$ cat src/rtl/di_pkg.sv
// Shared constants for the di* register terminal: data width, read FSM encoding,
// and the filler word returned for unmapped reads.
package di_pkg;

    localparam int DI_DATA_W = 16;

    localparam logic [1:0] ST_IDLE = 2'd0;
    localparam logic [1:0] ST_WAIT = 2'd1;
    localparam logic [1:0] ST_DONE = 2'd2;

    localparam logic [DI_DATA_W-1:0] DI_UNMAPPED_DATA = 16'hDEAD;

endpackage

$ cat src/rtl/di_rd_timer.sv
// Read-latency timer: 3-bit down-counter with load, clear and a one-cycle done pulse
// raised while enabled on the final count.
module di_rd_timer (
    input  logic       if_clock,
    input  logic       resetb,
    input  logic       clr,
    input  logic       load,
    input  logic [2:0] load_val,
    input  logic       en,
    output logic       done
);

    logic [2:0] cnt_q, cnt_d;

    always_comb begin
        cnt_d = cnt_q;
        if (clr)
            cnt_d = 3'd0;
        else if (load)
            cnt_d = load_val;
        else if (en && cnt_q != 3'd0)
            cnt_d = cnt_q - 3'd1;
    end

    assign done = en && (cnt_q == 3'd1);

    always_ff @(posedge if_clock) begin
        if (!resetb)
            cnt_q <= 3'd0;
        else
            cnt_q <= cnt_d;
    end

endmodule

$ cat src/rtl/di_reg_terminal.sv
// Register terminal on the di* bus: endpoint decode, RW control registers with
// one-shot write triggers, RO status words, fixed-latency reads with a ready strobe.
module di_reg_terminal
    import di_pkg::*;
#(
    parameter logic [15:0] EP_ADDR    = 16'h0001,
    parameter int          NUM_REGS   = 8,
    parameter int          NUM_STATUS = 4,
    parameter int          RD_LATENCY = 2,
    parameter logic [NUM_REGS*DI_DATA_W-1:0] RESET_VALUES = '0,
    localparam int         ST_N = (NUM_STATUS > 0) ? NUM_STATUS : 1
) (
    input  logic                            if_clock,
    input  logic                            resetb,
    input  logic [15:0]                     diEpAddr,
    input  logic [15:0]                     diRegAddr,
    input  logic [DI_DATA_W-1:0]            diRegDataIn,
    input  logic                            diWrite,
    input  logic                            diRead,
    input  logic                            diReset,
    output logic [DI_DATA_W-1:0]            diRegDataOut,
    output logic                            rdwr_ready,
    output logic [NUM_REGS*DI_DATA_W-1:0]   regs_flat,
    output logic [NUM_REGS-1:0]             trig,
    input  logic [ST_N*DI_DATA_W-1:0]       status_flat,
    output logic                            bad_addr
);

    logic [NUM_REGS-1:0][DI_DATA_W-1:0] regs_q, regs_d;
    logic [ST_N-1:0][DI_DATA_W-1:0]     status_w;
    logic [NUM_REGS-1:0]                trig_q, trig_d;
    logic [1:0]                         state_q, state_d;
    logic [15:0]                        addr_q, addr_d, rd_addr;
    logic [DI_DATA_W-1:0]               data_q, data_d, rd_data;
    logic                               ready_q, ready_d;
    logic                               bad_q, bad_d;
    logic                               sel, wr_req, rd_req, wr_rw, rd_unmapped, going_done;
    logic                               tmr_load, tmr_en, tmr_done;

    assign sel      = (diEpAddr == EP_ADDR);
    assign wr_req   = sel && diWrite;
    assign rd_req   = sel && diRead;
    assign wr_rw    = wr_req && (diRegAddr < 16'(NUM_REGS));
    assign status_w = status_flat;

    di_rd_timer u_timer (
        .if_clock (if_clock),
        .resetb   (resetb),
        .clr      (diReset),
        .load     (tmr_load),
        .load_val (3'(RD_LATENCY - 1)),
        .en       (tmr_en),
        .done     (tmr_done)
    );

    always_comb begin
        regs_d     = regs_q;
        trig_d     = '0;
        bad_d      = bad_q;
        state_d    = state_q;
        addr_d     = addr_q;
        tmr_load   = 1'b0;
        tmr_en     = 1'b0;
        going_done = 1'b0;

        if (wr_req) begin
            if (wr_rw) begin
                for (int i = 0; i < NUM_REGS; i++) begin
                    if (diRegAddr == 16'(i)) begin
                        regs_d[i] = diRegDataIn;
                        trig_d[i] = 1'b1;
                    end
                end
            end else begin
                bad_d = 1'b1;
            end
        end

        case (state_q)
            ST_IDLE: if (rd_req) begin
                addr_d   = diRegAddr;
                tmr_load = 1'b1;
                if (RD_LATENCY == 1) begin
                    going_done = 1'b1;
                    state_d    = ST_DONE;
                end else begin
                    state_d    = ST_WAIT;
                end
            end
            ST_WAIT: begin
                tmr_en = 1'b1;
                if (tmr_done) begin
                    going_done = 1'b1;
                    state_d    = ST_DONE;
                end
            end
            default: state_d = ST_IDLE;
        endcase

        // Data is captured on the edge entering DONE so it is valid alongside the
        // strobe; reading regs_d lets a write on that same edge be seen.
        rd_addr     = (state_q == ST_IDLE) ? diRegAddr : addr_q;
        rd_data     = DI_UNMAPPED_DATA;
        rd_unmapped = 1'b1;
        for (int i = 0; i < NUM_REGS; i++) begin
            if (rd_addr == 16'(i)) begin
                rd_data     = regs_d[i];
                rd_unmapped = 1'b0;
            end
        end
        for (int j = 0; j < NUM_STATUS; j++) begin
            if (rd_addr == 16'(NUM_REGS + j)) begin
                rd_data     = status_w[j];
                rd_unmapped = 1'b0;
            end
        end

        ready_d = going_done;
        data_d  = going_done ? rd_data : data_q;
        if (going_done && rd_unmapped)
            bad_d = 1'b1;

        if (diReset) begin
            regs_d  = RESET_VALUES;
            trig_d  = '0;
            bad_d   = 1'b0;
            state_d = ST_IDLE;
            ready_d = 1'b0;
            data_d  = data_q;
        end
    end

    always_ff @(posedge if_clock) begin
        if (!resetb) begin
            regs_q  <= RESET_VALUES;
            trig_q  <= '0;
            bad_q   <= 1'b0;
            state_q <= ST_IDLE;
            addr_q  <= '0;
            data_q  <= '0;
            ready_q <= 1'b0;
        end else begin
            regs_q  <= regs_d;
            trig_q  <= trig_d;
            bad_q   <= bad_d;
            state_q <= state_d;
            addr_q  <= addr_d;
            data_q  <= data_d;
            ready_q <= ready_d;
        end
    end

    assign regs_flat    = regs_q;
    assign trig         = trig_q;
    assign bad_addr     = bad_q;
    assign diRegDataOut = data_q;
    assign rdwr_ready   = ready_q;

endmodule
$ cat config.mk
export PLATFORM = sky130hd
export DESIGN_NAME = di_reg_terminal
export DESIGN_NICKNAME = d
export VERILOG_FILES = /design/src/rtl/di_pkg.sv /design/src/rtl/di_rd_timer.sv /design/src/rtl/di_reg_terminal.sv
export SDC_FILE = /design/constraint.sdc
export NUM_CORES = 1
export LEC_CHECK = 0
export CAP_MARGIN = 25
export CORE_ASPECT_RATIO = 1.2
export CORE_MARGIN = 2
export CORE_UTILIZATION = 50
export CTS_BUF_LIST = sky130_fd_sc_hd__clkbuf_8
export CTS_CLUSTER_DIAMETER = 40
export DETAILED_ROUTE_END_ITERATION = 8
export GPL_TIMING_DRIVEN = 1
export PLACE_DENSITY = 0.93
export SETUP_SLACK_MARGIN = 0.4
export SLEW_MARGIN = 5
export SYNTH_ARGS = -nofsm -noshare
export SYNTH_HDL_FRONTEND = slang
export SYNTH_SLANG_ARGS = --single-unit
export TNS_END_PERCENT = 20
$ cat constraint.sdc
create_clock -name if_clock -period 10.4 [get_ports if_clock]
set_input_delay 2.08 -clock if_clock [delete_from_list [all_inputs] [get_ports if_clock]]
set_output_delay 2.08 -clock if_clock [all_outputs]
set_load 0.03 [all_outputs]
== After elaboration in Yosys (flattened, before gate mapping) ==
Index checks and enable logic that the tools add are counted.
Word-level totals
  word-level logic and storage cells: 121
  output and inout bits: 154
  register bits: 175
  bits in latches: 0
  ROM bits: 0
  memories kept: 0
  RAM bits: 0
  input bits: 117
Operators by class
  div/mod/pow operators: 0
  muxes and demuxes: 56
  $lt $le $gt $ge: 1
  multiply operators: 0
  reductions and logical operators: 19
  $add $sub $neg: 1
  shift operators: 0
  eq/ne operators: 24
  bitwise gates (word level): 4
Operator list (number)
  two-way mux 16 bit: 21
  two-way mux 128 bit: 2
  equality test 16 x 3 -> 1 bit (second input constant): 8
  equality test 16 x 2 -> 1 bit (second input constant): 4
  equality test 16 x 4 -> 1 bit (second input constant): 4
  equality test 16 x 1 -> 1 bit (second input constant): 3
  logical NOT 16 bit: 2
  two-way mux 1 bit: 30
  less-than comparator 16 x 4 -> 1 bit (second input constant): 1
  AND reduction 2 bit: 4
  logical AND 1 bit: 6
  two-way mux 2 bit: 2
  != test 2 bit (second input constant): 2
  NOT 1 bit: 4
  case mux 2 bit (2 select lines): 1
  nonzero test 2 bit: 2
  OR reduction 4 bit: 1
  equality test 3 x 1 -> 1 bit (second input constant): 1
  nonzero test 3 bit: 1
  OR reduction 3 bit: 1
  subtractor 3 x 1 -> 3 bit (second input constant): 1
  equality test 2 x 1 -> 1 bit (second input constant): 1
  logical NOT 2 bit: 1
  != test 2 x 1 -> 1 bit (second input constant): 1
  OR reduction 2 bit: 1

== Longest topological paths before layout ==
  depth in word-level cells: 18
  depth in mapped cells: 11
  depth with buffers taken out: 8

== By module ==
Synthesis repeated with hierarchy kept, for this count alone.
Unflattened totals
  cell total of the unflattened synthesis: 969
  area, all modules: 8404.3 µm²
Modules (own cells, without submodules)
  di_reg_terminal: sequential area each 3443.3 µm², cells each 945, area each 8195.4 µm², times used 1
  di_rd_timer: sequential area each 60.1 µm², cells each 24, area each 209.0 µm², times used 1

== Least setup slack after synthesis ==
OpenSTA, ideal clock, no wires.
  path kind: input to register
  start: input port diRegAddr[11]
  end: register data_q[13] (netlist: diRegDataOut[13])
  setup time: 0.120 ns
  stages on the path: 10
  setup slack: 5.284 ns
  arrival: 4.996 ns
  buffers on the path: 2
  required time: 10.280 ns
  path through: or4_4 > or4_4 > buf_6 > nor4b_4 > buf_2 > mux2_2 > a222oi_1 > o2111ai_1 > a21oi_1 > o2bb2ai_1
On the way
  cells in the longest elaborated chain, start to end: 16
  elaborated cells between the ends (all ways): 45
  those cells by class: 1 x order compare; 18 x eq/ne; 23 x mux; 3 x reduce/logical
Ends and longest elaborated chain
  from (decl): line di_reg_terminal.sv:16  | input logic [15:0] diRegAddr,
  less-than comparator 16 x 4 -> 1 bit or logical NOT 16 bit (tied branches): line di_reg_terminal.sv:43, di_reg_terminal.sv:69
  logical AND 1 bit or two-way mux 16 bit (tied branches): line di_reg_terminal.sv:43, di_reg_terminal.sv:69
  two-way mux 128 bit: line di_reg_terminal.sv:67  | if (wr_rw) begin
  two-way mux 128 bit: line di_reg_terminal.sv:66  | if (wr_req) begin
  two-way mux 16 bit (8 in a row): line di_reg_terminal.sv:106  | if (rd_addr == 16'(i)) begin
  two-way mux 16 bit (3 in a row): line di_reg_terminal.sv:112  | if (rd_addr == 16'(NUM_REGS + j)) begin
  two-way mux 16 bit (*): line di_reg_terminal.sv:112
  to (signal assigned): line di_reg_terminal.sv:148  | data_q <= data_d;
  to (decl): line di_reg_terminal.sv:34  | logic [DI_DATA_W-1:0] data_q, data_d, rd_data;
Every way passes the cells marked *; elsewhere a longest branch is shown, timed or not.
A chain may end at the register's enable or synchronous reset.

== Worst setup path in the final report ==
  start: input port diRegAddr[11]
  end: register data_q[4] (netlist: diRegDataOut[4])
Same word-level chain as after synthesis.

==> run_results.csv <==
group,metric,value,unit
hold_path,min_path_type,"reg -> reg",
finish,syn2layout_area_growth,40.9,%
global_route,gr-total-overflow,0,
critical_path,crit_slowest_cell,"or4b_1",
critical_path,cp_common_cell,"or4_4",
finish,fin_cells,1355,
global_route,grt_pass1_wl,46600,um
power,seqPwrFrac,0.528,
timing,whs,0.464,ns
power,power.density,111,mW/mm^2
global_route,use_met1,0.394,
yosys,syn-cell-area,0.00807,sq mm
critical_path,path_cells,"clkdlybuf4s50_1, or4_4, or4_4, or4b_1, mux2i_1, o22ai_1, nor4_1, o21ai_0",
yosys,ys_seq_area_frac,0.434,
floorplanning,core.rowCount,50,
yosys,synth_cells,885,
global_route,grt_pass1_vias,8292,
power,pwr-share-clk,0.412,
clocking,cts_max_path_buffers,2,
floorplanning,core_area,0.0157,sq mm
routing,viasPerCell,6.22,
clocking,clkLatencyLatePin,0.48,ns
global_route,grt_usage,0.359,
routing,post-route-drc-count,0,
routing,first_iter_violations,888,
yosys,synth.ff_latch_count,175,
placement,post-dp-hpwl,22800,um
critical_path,cp_num_cells,8,
critical_path,path_delay_family,"simple AND/OR/NAND/NOR gates",
timing,finalSetupViolCount,0,
floorplanning,die_area,0.0172,sq mm
timing,rsz0062_at_grt,"no",
yosys,yosysUniqueCellTypes,66,
yosys,yosysWarnings,0,
critical_path,worst_r2r_path_depth,8,
floorplanning,ioPinCount,271,
finish,drive_above_1_share,0.0828,
critical_path,critPathLaunchType,"primary input",
yosys,synth_edf_count,0,
critical_path,end_kind,"flip-flop",
global_route,grt_max_degree,89,
yosys,ys_async_sr_fraction,0,
placement,place_congestion,0.960,
power,power_switching,293,uW
timing,fmax,0.166,GHz
floorplanning,die_h,143,um
run,max_cap_violations,0,
timing,drv_slew,0,
yosys,yosys_most_used_dff,"dfxtp_1",
clocking,clk_pin_slew_worst_paths,0.09,ns
timing,fin_setup_tns,0,ns
placement,io_buffers,270,
power,vdd_ir_drop_max,0.0000802,V
clocking,cts_tree,"built",
placement,pre_cts_slack,4.10,ns
clocking,cts_hold_buf,0,
critical_path,critical_path_required,10.72,ns
yosys,synth_nets,1005,
yosys,syn_area_per_cell,9.12,sq um
timing,tightest_slew,1.12,ns
placement,dp_cells,1323,
clocking,post_cts_buffers,0,
floorplanning,dieWidth,120,um
finish,nets,1255,
global_route,use_met2,0.628,
routing,wl,31600,um
power,leakage,4.19,nW
global_route,antenna_found_initial,0,
finish,layout_common_cells,"clkdlybuf4s50_1, dfxtp_1, nor2_1",
timing,hold_viol_final,0,
power,switching_share,0.231,
clocking,clock-sinks,175,
floorplanning,floorplan.initialDensity,0.514,
timing,layout_min_cycle_time,6.03,ns
critical_path,cp_max_fo,16,
timing,fin_ws,4.37,ns
timing,post-route-period-util,0.580,
critical_path,critPathKind,"in -> reg",
global_route,met3_usage,0.0763,
finish,n_antenna_cell,0,
routing,num_vias,8424,
clocking,post_cts_resized,0,
global_route,top_usage_layer,"met2",
finish,final_common_cell,"clkdlybuf4s50_1",
timing,finalClockSkew,0.0123,ns
clocking,htreeDepth,4,
routing,first_pass_iters,6,
critical_path,critPathMaxStageDelay,1.05,ns
clocking,cts_root_buf,"clkbuf_8",
clocking,cts_buffers,17,
critical_path,crit_buf_inv,1,
routing,wl_per_cell,23.3,um
routing,postRouteAntennaNets,0,
power,pwr-share-comb,0.060,
timing,maxSlewHeadroom,0.247,
critical_path,critPathArrivalTime,6.35,ns
hold_path,hold_depth,2,
status,status,"finished, final reports clean",
power,p_int,974,uW
[kinds of logic (layout without fill, tap and decap cells)]
group                    Yosys count  after routing  synth area share
AND/OR/NAND/NOR                  333            333             0.204
AO/OA/AOI/OAI                    178            178             0.153
flip-flops                       175            175             0.434
multiplexers                     131            131             0.168
buffers and inverters             64            326            0.0353
adder cells (fa/ha/maj)            3              3           0.00465
XOR/XNOR                           1              1           0.00109
[worst paths after layout]
check	to	slack, ns	startpoint
worst min register to register	addr_q[11]$_SDFFE_PN0P_	0.46	addr_q[11]$_SDFFE_PN0P_
worst max register to register	diRegDataOut[12]$_SDFFE_PN0P_	6.68	addr_q[15]$_SDFFE_PN0P_
worst max-delay path	diRegDataOut[4]$_SDFFE_PN0P_	4.37	diRegAddr[11]
worst min-delay path	addr_q[11]$_SDFFE_PN0P_	0.46	addr_q[11]$_SDFFE_PN0P_
[cell usage after synthesis, types with 9 or more instances]
| cell | instances | area, sq um |
|---|---|---|
| a21boi_0 | 17 | 128 |
| a21oi_1 | 24 | 120 |
| a22oi_1 | 19 | 143 |
| clkbuf_1 | 48 | 180 |
| dfxtp_1 | 175 | 3500 |
| mux2_2 | 30 | 338 |
| mux2i_1 | 99 | 991 |
| nand2_1 | 69 | 259 |
| nand3_1 | 10 | 50.1 |
| nand4_1 | 11 | 68.8 |
| nor2_1 | 142 | 533 |
| nor2b_1 | 35 | 219 |
| nor3_1 | 9 | 45.0 |
| nor4_1 | 13 | 81.3 |
| o21ai_0 | 33 | 165 |
| o22ai_1 | 19 | 119 |
[per-layer routing]
| metal | wire length, um | share of wire |
|---|---|---|
| met3 | 3090 | 0.098 |
| met5 | 0 | 0 |
| met1 | 11000 | 0.35 |
| met4 | 1950 | 0.062 |
| met2 | 15500 | 0.49 |
[stage by stage]
stage | util | area [sq um] | power [mW]
2_1_floorplan | - | 8070 | 0.704
3_3_place_gp | 0.695 | 10900 | 0.759
3_5_place_dp | 0.696 | 10900 | 0.760
4_1_cts | 0.723 | 11400 | 1.26
5_1_grt | 0.724 | 11400 | 1.29
6_report | 0.724 | 11400 | 1.27
[power by group through the flow]
stage,logic [mW],registers [mW],clock network (mW)
6_report,0.0765,0.669,0.522
5_1_grt,0.0803,0.670,0.543
4_1_cts,0.0754,0.669,0.518
3_5_place_dp,0.0749,0.685,0
3_3_place_gp,0.0741,0.685,0
2_1_floorplan,0.0187,0.685,0
[state kept, by name, summed over array words and instances, names as in the netlist]
register and cells:
state_q 2, trig 8, regs_flat 128, u_timer.cnt_q 3, addr_q 16, bad_addr 1
diRegDataOut 16, rdwr_ready 1
[final cells by class]
type                            instances  area, sq um
Timing Repair Buffer                  288         2850
Fill cell                            1144         4330
Inverter                                7         26.3
Clock inverter                         14          190
Clock buffer                           17          234
Sequential cell                       175         3500
Tap cell                              208          260
Multi-Input combinational cell        646         4310
[worst register-to-register path: stages, from the launching register on]
cell and delay, ns:
dfxtp_1 0.32, or4_1 0.58, or4_1 0.62, a21bo_2 0.30
nor3_1 0.83, a22oi_1 0.21, a311oi_1 0.34, nor4_1 0.10
o311a_1 0.32
(Power assumes the default switching activity.)
==> RTL change 1 (config.mk and constraints unchanged) <==
`addr_q` and `data_q` no longer have a reset.
--- a/src/rtl/di_reg_terminal.sv
+++ b/src/rtl/di_reg_terminal.sv
@@ -136,18 +136,19 @@
             trig_q  <= '0;
             bad_q   <= 1'b0;
             state_q <= ST_IDLE;
-            addr_q  <= '0;
-            data_q  <= '0;
             ready_q <= 1'b0;
         end else begin
             regs_q  <= regs_d;
             trig_q  <= trig_d;
             bad_q   <= bad_d;
             state_q <= state_d;
-            addr_q  <= addr_d;
-            data_q  <= data_d;
             ready_q <= ready_d;
         end
+    end
+
+    always_ff @(posedge if_clock) begin
+        addr_q <= addr_d;
+        data_q <= data_d;
     end
 
     assign regs_flat    = regs_q;
Behaviour: differs if resetb is asserted again (counterexample within 4 cycles, from zero or initial values and one cycle with resetb low); with resetb held inactive, the same outputs for 4 cycles.
==> RTL change 1 against the original RTL <==
- worst hold slack better by 0.066 ns
- total power is 2.1% lower
- critical path depth is 1 higher
- sequential cell count stayed put
- worst setup slack better by 0.36 ns
- global-route usage is 3.1 points lower
- sequential share of layout area is 2.6 points higher
- wire length is 6.6% lower
- cell area is 0.66% higher
- final cell count is 2.1% lower
- area after synthesis is 1.0% higher
- combinational power is 9.2% higher
- core utilization is 1.2 points lower
- largest cell class unchanged
==> RTL change 1: results (changes against the original RTL) <==
- Outcome: complete, no violations
- Max VDD drop: 0.08874 mV (+11%)
- Max reg flops: 128 (unchanged)
- Dpl cells: 1289 (-2.6%)
- Vias per inst: 6.148 (-1.1%)
- Hold Crit Class: flip-flop to flip-flop
- Dominant cells by area after synthesis: dfxtp_1 (35%), mux2i_1 (13%), edfxtp_1 (12%)
- Final slew viol count: 0 (unchanged)
- Post-CTS Setup Inserts: 0 (unchanged)
- First-pass GRT wire length: 43330 um (-7.0%)
- Synth unique cells: 62 (-6.1%)
- List of most frequent post-synthesis cells: nor2_1 (157), dfxtp_1 (143), mux2i_1 (103), nand2_1 (56), clkbuf_1 (39)
- Initial antenna violation count: 0 (unchanged)
- Layout net count: 1222 (-2.6%)
- Mean post-synth cell area: 9.559 um^2 (+4.8%)
- Layout cells sized above 1: 8.341% (+0.058 points)
- Worst-Margin Slew: 1.076 ns (-0.04902 ns)
- PostCTS Resize Cnt: 0 (unchanged)
- Async SR Flop Fraction: 0% (unchanged)
- Reg2Reg Depth: 8 (unchanged)
- CTS clk-pin slew, worst paths: 0.09 ns (about the same)
- Post-Syn Nets: 973 (-3.2%)
- Number of fill cells in the layout: 1182 (+3.3%)
- DPL Wire Length: 21810 um (-4.4%)
- I/O Buffers: 270 (unchanged)
- Via count: 8158 (-3.2%)
- Vias in the first global route: 7873 (-5.1%)
- CTS Buf Count: 17 (unchanged)
- Clk_skew: 0.01574 ns (+0.003409 ns)
- GP Congestion: 0.9293 (-3.2%)
- Synth Area in XOR/XNOR: 0.1074% (-0.0011 points)
- DP Area: 0.01099 mm^2 (+0.48%)
- Pre-antenna DRT Iters: 8 (+2)
- WL per Instance: 22.20 um (-4.7%)
- GRT Total Usage: 32.78% (-3.1 points)
- # hold bufs at CTS: 0 (unchanged)
- Synth Warn #: 0 (unchanged)
- Worst Hold Depth: 2 (unchanged)
- Crit path DAT: 5.98 ns (-0.37 ns)
- Share of synthesized area occupied by flip-flops and latches: 46.89% (+3.5 points)
- Inserted Diodes: 0 (unchanged)
- Compound-Gate Fraction of Synth Area: 12.49% (-2.9 points)
- Clk root buf: clkbuf_8
- Max Root-Sink Buffers: 2 (unchanged)
- Static Leak: 3.768 nW (-10%)
- CP max FO: 13 (-3)
- Largest net degree at the start of global routing: 83 (-6.7%)
- Worst-skew pair later-pin latency: 0.49 ns
- Initial DRC Count: 929 (+4.6%)
- Number of H-tree levels: 4 (unchanged)
- Synthesized-area fraction occupied by adder cells: 0.4603% (-0.0047 points)
- Post-synth EDFFs: 32 (+32)
- Post-synthesis mux area share: 16.51% (-0.28 points)
## RTL change 1: worst paths after layout
path / slack [ns] / start / endpoint
worst min register to register: 0.53 / u_timer.cnt_q[1] / u_timer.cnt_q[1]
worst max register to register: 6.44 / addr_q[4] / diRegDataOut[4]
worst max-delay path: 4.74 / diRegAddr[10] / diRegDataOut[4]
worst min-delay path: 0.53 / u_timer.cnt_q[1] / u_timer.cnt_q[1]
## RTL change 1: power breakdown
part / switching [mW] / total, mW / internal, mW
clock: 0.263 / 0.469 / 0.207
combinational: 0.0385 / 0.0835 / 0.0451
sequential: 0.000000260 / 0.687 / 0.687
total: 0.301 / 1.24 / 0.939
## RTL change 1: worst max-delay path, cell delays in order
cell	delay, ns
clkdlybuf4s50_1	0.45
or4_1	0.60
or4_1	0.58
and2_1	0.28
nor3_2	0.88
a222oi_1	0.28
a221oi_2	0.40
o21ai_1	0.19
a221oi_2	0.23
## RTL change 1: final cells by class
class                   count  share of cell area, %
flip-flops and latches    175                  33.40
repair buffers            284                  25.06
clock inverters            13                  1.093
inverters                   7                 0.2295
well taps                 212                  2.317
multi-input cells         617                  35.62
clock buffers              19                  2.284
## RTL change 1: cell families (layout without fill, tap and decap cells)
kind of cell | after synthesis | after routing
adders and majority gates | 3 | 3
and+or+nand+nor | 337 | 337
muxes | 131 | 131
AOI/OAI and AO/OA | 145 | 145
buffers and inverters | 61 | 323
xor gates and xnor gates | 1 | 1
DFF | 175 | 175
## RTL change 1: routing by layer
layer	GRT usage [%]	vias to the layer above	share of wire, %
li1	-	3610	-
met1	40.37	3884	37
met2	52.96	579	48
met3	8.929	85	11
met4	16.16	0	4.1
met5	0	-	0
## RTL change 1: through the flow
stage	utilization (%)	power [mW]	setup slack [ns]	hold slack, ns
detailed placement	68.33	0.7839	4.388	0.5110
global route	71.20	1.273	4.661	0.5264
floorplan	-	0.7237	5.830	0.4788
finish	71.20	1.240	4.737	0.5308
CTS	70.74	1.239	4.850	0.5235
global placement	67.95	0.7813	4.316	0.4593
==> RTL change 2 (same settings) <==
Made on the original files. Set the parameter `NUM_REGS` to 10 (it was 8).
--- a/src/rtl/di_reg_terminal.sv
+++ b/src/rtl/di_reg_terminal.sv
@@ -4,7 +4,7 @@
     import di_pkg::*;
 #(
     parameter logic [15:0] EP_ADDR    = 16'h0001,
-    parameter int          NUM_REGS   = 8,
+    parameter int          NUM_REGS   = 10,
     parameter int          NUM_STATUS = 4,
     parameter int          RD_LATENCY = 2,
     parameter logic [NUM_REGS*DI_DATA_W-1:0] RESET_VALUES = '0,
Ports: changed (resized regs_flat and trig); port bits go from 271 to 305. No check against the original RTL was run, so the function may have changed too.
==> RTL change 2 against the original RTL <==
- critical path depth rose by 1
- worst setup slack improved by 0.046 ns
- largest power group is now the clock network
- count of clock-buffer cells in the layout rose by 29
- largest cell class unchanged
- total power rose by 36%
- area after synthesis rose by 33%
- maximum frequency rose by 0.76%
- sequential cell count rose by 34
- wire length rose by 44%
- register-to-register slack improved by 0.16 ns
- cell area rose by 29%
- sequential power rose by 20%
==> RTL change 2: results (changes against the original RTL) <==
- Initial antenna violation count: 0 (unchanged)
- GRT Total Usage: 39.47% (+3.6 points)
- List of most frequent post-synthesis cells: dfxtp_1 (209), nor2_1 (182), a21oi_1 (99), clkbuf_1 (94), mux2i_1 (85)
- Pre-antenna DRT Iters: 8 (+2)
- Post-route insts no fill: 1804 (+33%)
- Max reg flops: 160 (+25%)
- Outcome: complete, no violations
- Via count: 12110 (+44%)
- Crit path capture: diRegDataOut[5]
- CTS clk-pin slew, worst paths: 0.06 ns (-0.03 ns)
- Reg2Reg Depth: 7 (-1)
- Post-Syn Nets: 1373 (+37%)
- Worst-skew pair later-pin latency: 0.53 ns (+0.05 ns)
- Synth unique cells: 66 (unchanged)
- Dpl ws: 3.904 ns (-0.2005 ns)
- Wl on met1: 16060 um (+46%)
- DPL Wire Length: 32910 um (+44%)
- PostCTS Resize Cnt: 0 (unchanged)
- Met2 Use GR: 63.64% (+0.84 points)
- First-pass GRT wire length: 67630 um (+45%)
- Dominant cells by area after synthesis: dfxtp_1 (39%), mux2i_1 (7.9%), nor2_1 (6.4%)
- Layout cells sized above 1: 9.452% (+1.2 points)
- Crit-path max cell delay: 1.05 ns (about the same)
- Number of H-tree levels: 2 (-2)
- Dpl cells: 1736 (+31%)
- CTS Buf Count: 38 (+21)
- Wire length on met3: 4697 um (+52%)
- CP max FO: 31 (+15)
- Layout net count: 1632 (+30%)
- Flop2flop setup slack: 6.84 ns (+0.16 ns)
- Static Leak: 4.904 nW (+17%)
- WL per Instance: 25.26 um (+8.5%)
- CP top delay family: simple AND/OR/NAND/NOR gates
- M1 GR Usage: 45.69% (+6.3 points)
- DP Area: 0.01387 mm^2 (+27%)
- Worst Hold Path EP: addr_q[9]
- Hold Crit Class: flip-flop to flip-flop
- I/O Buffers: 304 (+13%)
- GP Congestion: 1.003 (+4.5%)
- Tmin final: 5.982 ns (-0.04577 ns)
- PD cells: 116.9 mW/mm^2 (+4.9%)
- Max VDD drop: 0.1235 mV (+54%)
- R2R Path End: diRegDataOut[3]
- Max Root-Sink Buffers: 3 (+1)
- Largest net degree at the start of global routing: 100 (+12%)
- Post-Syn Instances: 1253 (+42%)
- Worst path slowest cell: clkdlybuf4s50_1
- Worst-Margin Slew: 1.108 ns (-0.01661 ns)
- Share of synthesized area occupied by flip-flops and latches: 38.97% (-4.4 points)
- GR Layer Usage met3: 8.809% (+1.2 points)
- Number of fill cells in the layout: 1606 (+40%)
- Clk_skew: 0.02360 ns (+0.01127 ns)
- Initial DRC Count: 1324 (+49%)
- Hold Path Origin: addr_q[9]
- Fin Hold WS: 0.4729 ns (+0.008570 ns)
- Routed length on met2: 20990 um (+35%)
- Crit path DAT: 6.42 ns (+0.07 ns)
- CP startpoint: diWrite
## RTL change 2: kinds of logic (layout without fill, tap and decap cells)
group	count (synthesis)	count (layout)	synth area share (%)
adder cells (fa/ha/maj)	3	3	0.3496
flip-flops	209	209	38.97
multiplexers	106	106	10.13
AND/OR/NAND/NOR	400	400	19.02
XOR/XNOR	1	1	0.08158
buffers and inverters	144	425	5.488
AO/OA/AOI/OAI	390	390	25.97
## RTL change 2: layout make-up
| cell class | count | share of cell area [%] |
|---|---|---|
| repair buffers | 338 | 22.53 |
| flip-flops and latches | 209 | 28.43 |
| inverters | 25 | 0.6376 |
| multi-input cells | 900 | 40.78 |
| clock inverters | 16 | 1.020 |
| clock buffers | 46 | 4.302 |
| well taps | 270 | 2.296 |
## RTL change 2: power by group
group / switching [mW] / leakage [nW] / internal, mW
clock network: 0.343 / 0.433 / 0.472
registers: 0.000000547 / 1.68 / 0.801
logic: 0.0589 / 2.79 / 0.0454
